`src/rtl/binary_to_bcd_if.sv`:
```
// Valid/ready bundle between a binary producer and the sequential BCD converter.
// The converter connects through the slave modport; the producer uses master.
interface binary_to_bcd_if #(
   parameter int BIN_W      = 8,
   parameter int BCD_DIGITS = 3
);
   logic                    in_valid;
   logic                    in_ready;
   logic [BIN_W-1:0]        in_data;
   logic                    out_valid;
   logic                    out_ready;
   logic [4*BCD_DIGITS-1:0] out_bcd;
   logic                    out_neg;
   logic                    out_overflow;

   modport master (
      output in_valid, in_data, out_ready,
      input  in_ready, out_valid, out_bcd, out_neg, out_overflow
   );

   modport slave (
      input  in_valid, in_data, out_ready,
      output in_ready, out_valid, out_bcd, out_neg, out_overflow
   );
endinterface

```
`src/rtl/binary_to_bcd_seq.sv`:
```
// Sequential shift-add-3 binary-to-BCD converter, one input bit per clock,
// with optional two's-complement input and saturation when the digits run out.
module binary_to_bcd_seq #(
   parameter int BIN_W       = 8,
   parameter int BCD_DIGITS  = 3,
   parameter int SIGNED_MODE = 0
) (
   input logic             clk,
   input logic             rst,
   binary_to_bcd_if.slave  io_bus
);

   localparam int BW    = 4 * BCD_DIGITS;
   localparam int CW    = BIN_W + BW;
   localparam int CNT_W = $clog2(BIN_W + 1);

   function automatic logic [CW-1:0] f_pow10(input int n);
      logic [CW-1:0] p;
      p = CW'(1);
      for (int i = 0; i < n; i++) p = p * CW'(10);
      return p;
   endfunction

   // 10**BCD_DIGITS always fits in CW bits since 10**D < 2**(4*D)
   localparam logic [CW-1:0] LIMIT = f_pow10(BCD_DIGITS);

   function automatic logic [BW-1:0] f_dabble(input logic [BW-1:0] bcd);
      logic [BW-1:0] res;
      res = bcd;
      for (int d = 0; d < BCD_DIGITS; d++)
         if (bcd[4*d +: 4] >= 4'd5) res[4*d +: 4] = bcd[4*d +: 4] + 4'd3;
      return res;
   endfunction

   function automatic logic [BW-1:0] f_saturate(input logic [BW-1:0] bcd, input logic ovf);
      return ovf ? {BCD_DIGITS{4'h9}} : bcd;
   endfunction

   typedef enum logic [1:0] {S_IDLE = 2'd0, S_SHIFT = 2'd1, S_DONE = 2'd2} state_t;

   state_t                  r_state;
   state_t                  w_state_nxt;
   logic [BIN_W-1:0]        r_bin;
   logic [BW-1:0]           r_bcd;
   logic [CNT_W-1:0]        r_cnt;
   logic                    r_neg;
   logic                    r_ovf;
   logic [BW-1:0]           r_out_bcd;
   logic                    r_out_neg;
   logic                    r_out_ovf;

   logic                    w_accept;
   logic                    w_in_neg;
   logic signed [BIN_W-1:0] w_sdata;
   logic [BIN_W-1:0]        w_mag;
   logic                    w_mag_ovf;
   logic [BW-1:0]           w_bcd_adj;
   logic [BW+BIN_W-1:0]     w_shift;

   assign w_accept  = (r_state == S_IDLE) && io_bus.in_valid;
   assign w_sdata   = io_bus.in_data;
   assign w_in_neg  = (SIGNED_MODE != 0) && io_bus.in_data[BIN_W-1];
   // Negating the most negative value wraps to 2**(BIN_W-1), which is the correct unsigned magnitude
   assign w_mag     = w_in_neg ? $unsigned(-w_sdata) : io_bus.in_data;
   assign w_mag_ovf = ({{BW{1'b0}}, w_mag} >= LIMIT);
   assign w_bcd_adj = f_dabble(r_bcd);
   assign w_shift   = {w_bcd_adj, r_bin} << 1;

   always_comb begin
      w_state_nxt = r_state;
      case (r_state)
         S_IDLE:  if (io_bus.in_valid) w_state_nxt = S_SHIFT;
         S_SHIFT: if (r_cnt == '0) w_state_nxt = S_DONE;
         S_DONE:  if (io_bus.out_ready) w_state_nxt = S_IDLE;
         default: w_state_nxt = S_IDLE;
      endcase
   end

   always_ff @(posedge clk or posedge rst) begin
      if (rst) begin
         r_state   <= S_IDLE;
         r_bin     <= '0;
         r_bcd     <= '0;
         r_cnt     <= '0;
         r_neg     <= 1'b0;
         r_ovf     <= 1'b0;
         r_out_bcd <= '0;
         r_out_neg <= 1'b0;
         r_out_ovf <= 1'b0;
      end else begin
         r_state <= w_state_nxt;
         case (r_state)
            S_IDLE: begin
               if (w_accept) begin
                  r_bin <= w_mag;
                  r_bcd <= '0;
                  r_cnt <= CNT_W'(BIN_W);
                  r_neg <= w_in_neg;
                  r_ovf <= w_mag_ovf;
               end
            end
            S_SHIFT: begin
               // Shift while bits remain; the extra cycle at zero registers the result
               if (r_cnt != '0) begin
                  r_bcd <= w_shift[BW+BIN_W-1 -: BW];
                  r_bin <= w_shift[BIN_W-1:0];
                  r_cnt <= r_cnt - CNT_W'(1);
               end else begin
                  r_out_bcd <= f_saturate(r_bcd, r_ovf);
                  r_out_neg <= r_neg;
                  r_out_ovf <= r_ovf;
               end
            end
            default: ;
         endcase
      end
   end

   assign io_bus.in_ready     = (r_state == S_IDLE);
   assign io_bus.out_valid    = (r_state == S_DONE);
   assign io_bus.out_bcd      = r_out_bcd;
   assign io_bus.out_neg      = r_out_neg;
   assign io_bus.out_overflow = r_out_ovf;

endmodule

```
`src/flat_wrapper.sv`:
```
// flat-port wrapper written by rule: the top's interface ports become plain ports
module binary_to_bcd_seq_flat 
#(
   parameter int BIN_W       = 8,
   parameter int BCD_DIGITS  = 3,
   parameter int SIGNED_MODE = 0
)
  (clk, rst, io_bus_in_valid, io_bus_in_data, io_bus_out_ready, io_bus_in_ready, io_bus_out_valid, io_bus_out_bcd, io_bus_out_neg, io_bus_out_overflow);
  binary_to_bcd_if #(.BIN_W(BIN_W), .BCD_DIGITS(BCD_DIGITS)) io_bus_i ();
  input logic clk;
  input logic rst;
  input wire logic [$bits(io_bus_i.in_valid)-1:0] io_bus_in_valid;
  input wire logic [$bits(io_bus_i.in_data)-1:0] io_bus_in_data;
  input wire logic [$bits(io_bus_i.out_ready)-1:0] io_bus_out_ready;
  output wire logic [$bits(io_bus_i.in_ready)-1:0] io_bus_in_ready;
  output wire logic [$bits(io_bus_i.out_valid)-1:0] io_bus_out_valid;
  output wire logic [$bits(io_bus_i.out_bcd)-1:0] io_bus_out_bcd;
  output wire logic [$bits(io_bus_i.out_neg)-1:0] io_bus_out_neg;
  output wire logic [$bits(io_bus_i.out_overflow)-1:0] io_bus_out_overflow;
  assign io_bus_i.in_valid = io_bus_in_valid;
  assign io_bus_i.in_data = io_bus_in_data;
  assign io_bus_i.out_ready = io_bus_out_ready;
  assign io_bus_in_ready = io_bus_i.in_ready;
  assign io_bus_out_valid = io_bus_i.out_valid;
  assign io_bus_out_bcd = io_bus_i.out_bcd;
  assign io_bus_out_neg = io_bus_i.out_neg;
  assign io_bus_out_overflow = io_bus_i.out_overflow;
  binary_to_bcd_seq #(.BIN_W(BIN_W), .BCD_DIGITS(BCD_DIGITS), .SIGNED_MODE(SIGNED_MODE)) u_core (.clk(clk), .rst(rst), .io_bus(io_bus_i));
endmodule
```
`config.mk`:
```
export PLATFORM = sky130hd
export DESIGN_NAME = binary_to_bcd_seq_flat
export DESIGN_NICKNAME = d
export VERILOG_FILES = /design/src/rtl/binary_to_bcd_if.sv /design/src/rtl/binary_to_bcd_seq.sv /design/src/flat_wrapper.sv
export SDC_FILE = /design/constraint.sdc
export NUM_CORES = 1
export LEC_CHECK = 0
export ABC_CLOCK_PERIOD_IN_PS = 3150
export BUFFER_PORTS_ARGS = -buffer_cell sky130_fd_sc_hd__buf_4
export CORE_ASPECT_RATIO = 1.75
export CORE_UTILIZATION = 35
export DETAILED_ROUTE_END_ITERATION = 10
export GPL_ROUTABILITY_DRIVEN = 0
export PLACE_DENSITY_LB_ADDON = 0.05
export SLEW_MARGIN = 15
export SYNTH_ARGS = -nofsm -noshare
export SYNTH_HDL_FRONTEND = slang
export SYNTH_SLANG_ARGS = --single-unit
```
`constraint.sdc`:
```
create_clock -name clk -period 3.15 [get_ports clk]
set_input_delay 0.1575 -clock clk [delete_from_list [all_inputs] [get_ports clk]]
set_output_delay 0.1575 -clock clk [all_outputs]
set_load 0.03 [all_outputs]
```
==> out/results.tsv <==
stage	metric	value	unit
final_layout	syn_to_final_growth	16.5	%
global_route	grt_usage	0.140	
floorplanning	fp.dieArea	5440	um2
detailed_routing	vias	1314	
yosys	synth_mux_area_frac	0.0598	
detailed_routing	routed.top_layer	met4	
detailed_routing	vias_per_cell	5.24	
final_layout	stdcell_count	251	
critical_path	slowest_delay	0.39	ns
clocking	cts_tree	built	
final_layout	postLayoutCoreUtil	0.421	
timing	drv_slew	0	
floorplanning	start_util	0.361	
critical_path	start_kind	register	
final_layout	drive_gt1_frac	0.223	
timing	finClkSkew	0.00495	ns
critical_path	cp_max_fo	29	
timing	fin_hold_ws	-0.0223	ns
critical_path	reg2reg_to	u_core.r_bcd[11]$_DFFE_PP0P_	
detailed_routing	finalWirelength	3440	um
floorplanning	row_count	34	
yosys	yosysWarnings	0	
power	ir_drop	497	uV
clocking	postCtsHoldBufs	0	
outcome	violations	hold timing	
final_layout	diodes	0	
critical_path	cp-end-kind	register	
timing	final_hold_viol_count	31	
critical_path	crit_family	compound AO/OA/AOI/OAI gates	
clocking	clk_latency	0.29	ns
worst_hold_path	hold_class	in2async	
power	p_leak	1.03	nW
timing	clock.fmax	482	MHz
yosys	synth_top_family_by_area	compound AO/OA/AOI/OAI gates	
yosys	synth_cells	171	
timing	setup_viol_count_final	0	
critical_path	path_class	reg2reg	
place	post-place-ws	1.08	ns
global_route	grt_pass1_wl	5920	um
global_route	first_global_vias	1308	
clocking	h-tree-depth	2	
clocking	cts-root-buf	clkbuf_8	
yosys	synth.avg_cell_area	10.5	um2
place	placedCellCount	243	
critical_path	cp_data_required_time	3.33	ns
detailed_routing	met1_length	1430	um
timing	tightest_slew	0.658	ns
timing	fin_tns_setup	0	ns
global_route	grt_antenna_before_repair	0	
floorplanning	core-area	4980	um2
clocking	cts_resized	0	
floorplanning	die_w	56.2	um
global_route	grt_overflow_total	0	
final_layout	final_nets	216	
timing	setup_ws	1.07	ns
yosys	synth-compound-area-share	0.153	
floorplanning	ioPinCount	28	
timing	fin_crit_sh	0.659	
yosys	synth_area	1800	um2
clocking	cts_setup_buffers	0	
clocking	clock-sinks	38	
critical_path	crit_arrival	2.25	ns
detailed_routing	wl_per_cell	13.7	um
timing	finalCriticalPeriod	2.08	ns
clocking	clkSlewWorstSetupHoldPaths	0.07	ns
timing	rsz0062_at_grt	no	
outcome	status	complete, but fails checks	
place	hpwlAfterDp	2450	um
run	maxCapViolations	0	
critical_path	rr_startpoint	u_core.r_cnt[0]$_DFFE_PP0P_	
clocking	clk_path_buf_depth	2	
critical_path	rrSetupSlack	1.07	ns
yosys	yosys.area_share.simple	0.129	
detailed_routing	drtIter0Drc	24	
clocking	cts_made_buffers	5	
floorplanning	fp.dieH	96.8	um
power	cellPowerDensity	1090	nW/um2
yosys	seq_area_frac_synth	0.529	
yosys	async_flop_share	1.00	
yosys	ys_types	30	
yosys	synth_fa_ha_area_frac	0.0556	
detailed_routing	antenna_left	0	
timing	max_slew_margin	0.560	
critical_path	critPathSlowestCell	dfrtp_1	
detailed_routing	post-route-drc-count	0	
yosys	synthXorXnorAreaFrac	0.0146	
yosys	ys_ff_latch	38	
final_layout	mostFrequentLayoutCell	dfrtp_1	
final_layout	final_cell_mix	38 x dfrtp_1, 26 x buf_4, 24 x nand2_1, 12 x nor2_1	
detailed_routing	met3WireLength	92	um
yosys	synthFlopType	dfrtp_1	
place	port_buffers	25	
critical_path	path_cells	inv_1 > ha_1 > nor3b_2 > a211o_2 > inv_2 > o31ai_1 > a32o_1	
critical_path	path_buf_inv	2	
detailed_routing	drt-pass1-iter-count	4	
global_route	grt_max_degree	39	
detailed_routing	met2WireLength	1870	um
critical_path	r2r_cells	7	
yosys	synth_edf_count	0	
[worst register-to-register path, delay by kind of cell, from the launching register on]
family,cells,cell delay [ns]
AO/OA/AOI/OAI,3,0.77
adder cells (fa/ha/maj),1,0.19
buffers and inverters,2,0.45
flip-flops,1,0.39
AND/OR/NAND/NOR,1,0.18
[synth_stat cells (3+ instances only)]
cell type | instances | area [um2]
a21oi_1 | 6 | 30.0
a22o_1 | 3 | 26.3
a31oi_1 | 7 | 43.8
a32o_1 | 4 | 40.0
buf_2 | 4 | 20.0
dfrtp_1 | 38 | 951
ha_1 | 8 | 100
inv_1 | 10 | 37.5
mux2_2 | 6 | 67.6
mux2i_1 | 4 | 40.0
nand2_1 | 24 | 90.1
nand2b_1 | 7 | 43.8
nor2_1 | 12 | 45.0
o21ai_0 | 10 | 50.1
o22ai_1 | 6 | 37.5
o31ai_1 | 3 | 22.5
xnor2_1 | 3 | 26.3
[how the worst max path moves through the flow]
stage / startpoint / to / slack [ns] / cells past startpoint
6_report: u_core.r_cnt[0]$_DFFE_PP0P_ / u_core.r_bcd[11]$_DFFE_PP0P_ / 1.07 / 7
5_1_grt: u_core.r_cnt[0]$_DFFE_PP0P_ / u_core.r_bcd[11]$_DFFE_PP0P_ / 0.93 / 7
4_1_cts: u_core.r_cnt[0]$_DFFE_PP0P_ / u_core.r_bcd[11]$_DFFE_PP0P_ / 1.06 / 7
3_5_place_dp: u_core.r_cnt[0]$_DFFE_PP0P_ / u_core.r_bcd[11]$_DFFE_PP0P_ / 1.08 / 7
3_3_place_gp: u_core.r_cnt[0]$_DFFE_PP0P_ / u_core.r_bcd[11]$_DFFE_PP0P_ / 1.14 / 7
2_1_floorplan: u_core.r_cnt[0]$_DFFE_PP0P_ / u_core.r_bcd[7]$_DFFE_PP0P_ / 1.47 / 8
[cell type report]
| cell class | count | area [um2] |
|---|---|---|
| clock buffers | 7 | 86.3 |
| clock inverters | 1 | 5.00 |
| multi-input cells | 114 | 749 |
| fillers | 490 | 2880 |
| flip-flops and latches | 38 | 951 |
| inverters | 11 | 41.3 |
| repair buffers | 26 | 195 |
| well taps | 54 | 67.6 |
[cells by family (layout without fill, tap and decap cells)]
group	after synthesis	in the layout
AND/OR/NAND/NOR	50	50
AO/OA/AOI/OAI	41	41
flip-flops	38	38
buffers and inverters	20	45
multiplexers	10	10
adder cells (fa/ha/maj)	8	8
XOR/XNOR	3	3
other	1	2
[where the power goes]
part	leakage, nW	switching [mW]	internal (mW)	total [mW]
clock network	0.0482	0.165	0.177	0.341
registers	0.475	0.148	0.709	0.858
logic	0.504	0.635	0.453	1.09
[per-layer routing]
layer,track usage,vias up
met5,0,-
met4,0.0582,0
met3,0.0321,5
met2,0.255,23
met1,0.151,649
li1,-,637
[registers in the layout, indices dropped and copies added, names as in the netlist]
signal,count
u_core.io_bus.out_bcd,12
u_core.r_bin,8
u_core.r_state,2
u_core.r_bcd,12
u_core.r_cnt,4
[per-stage QoR]
step,hold WS [ns],total power [mW],instance area [um2]
4_1_cts,0.00268,2.33,2100
5_1_grt,0.0340,2.48,2100
6_report,-0.0223,2.29,2100
3_5_place_dp,0.315,1.97,2000
3_3_place_gp,0.312,1.95,2000
2_1_floorplan,0.265,1.71,1800
Note: power is estimated with default switching activity, not from simulation.
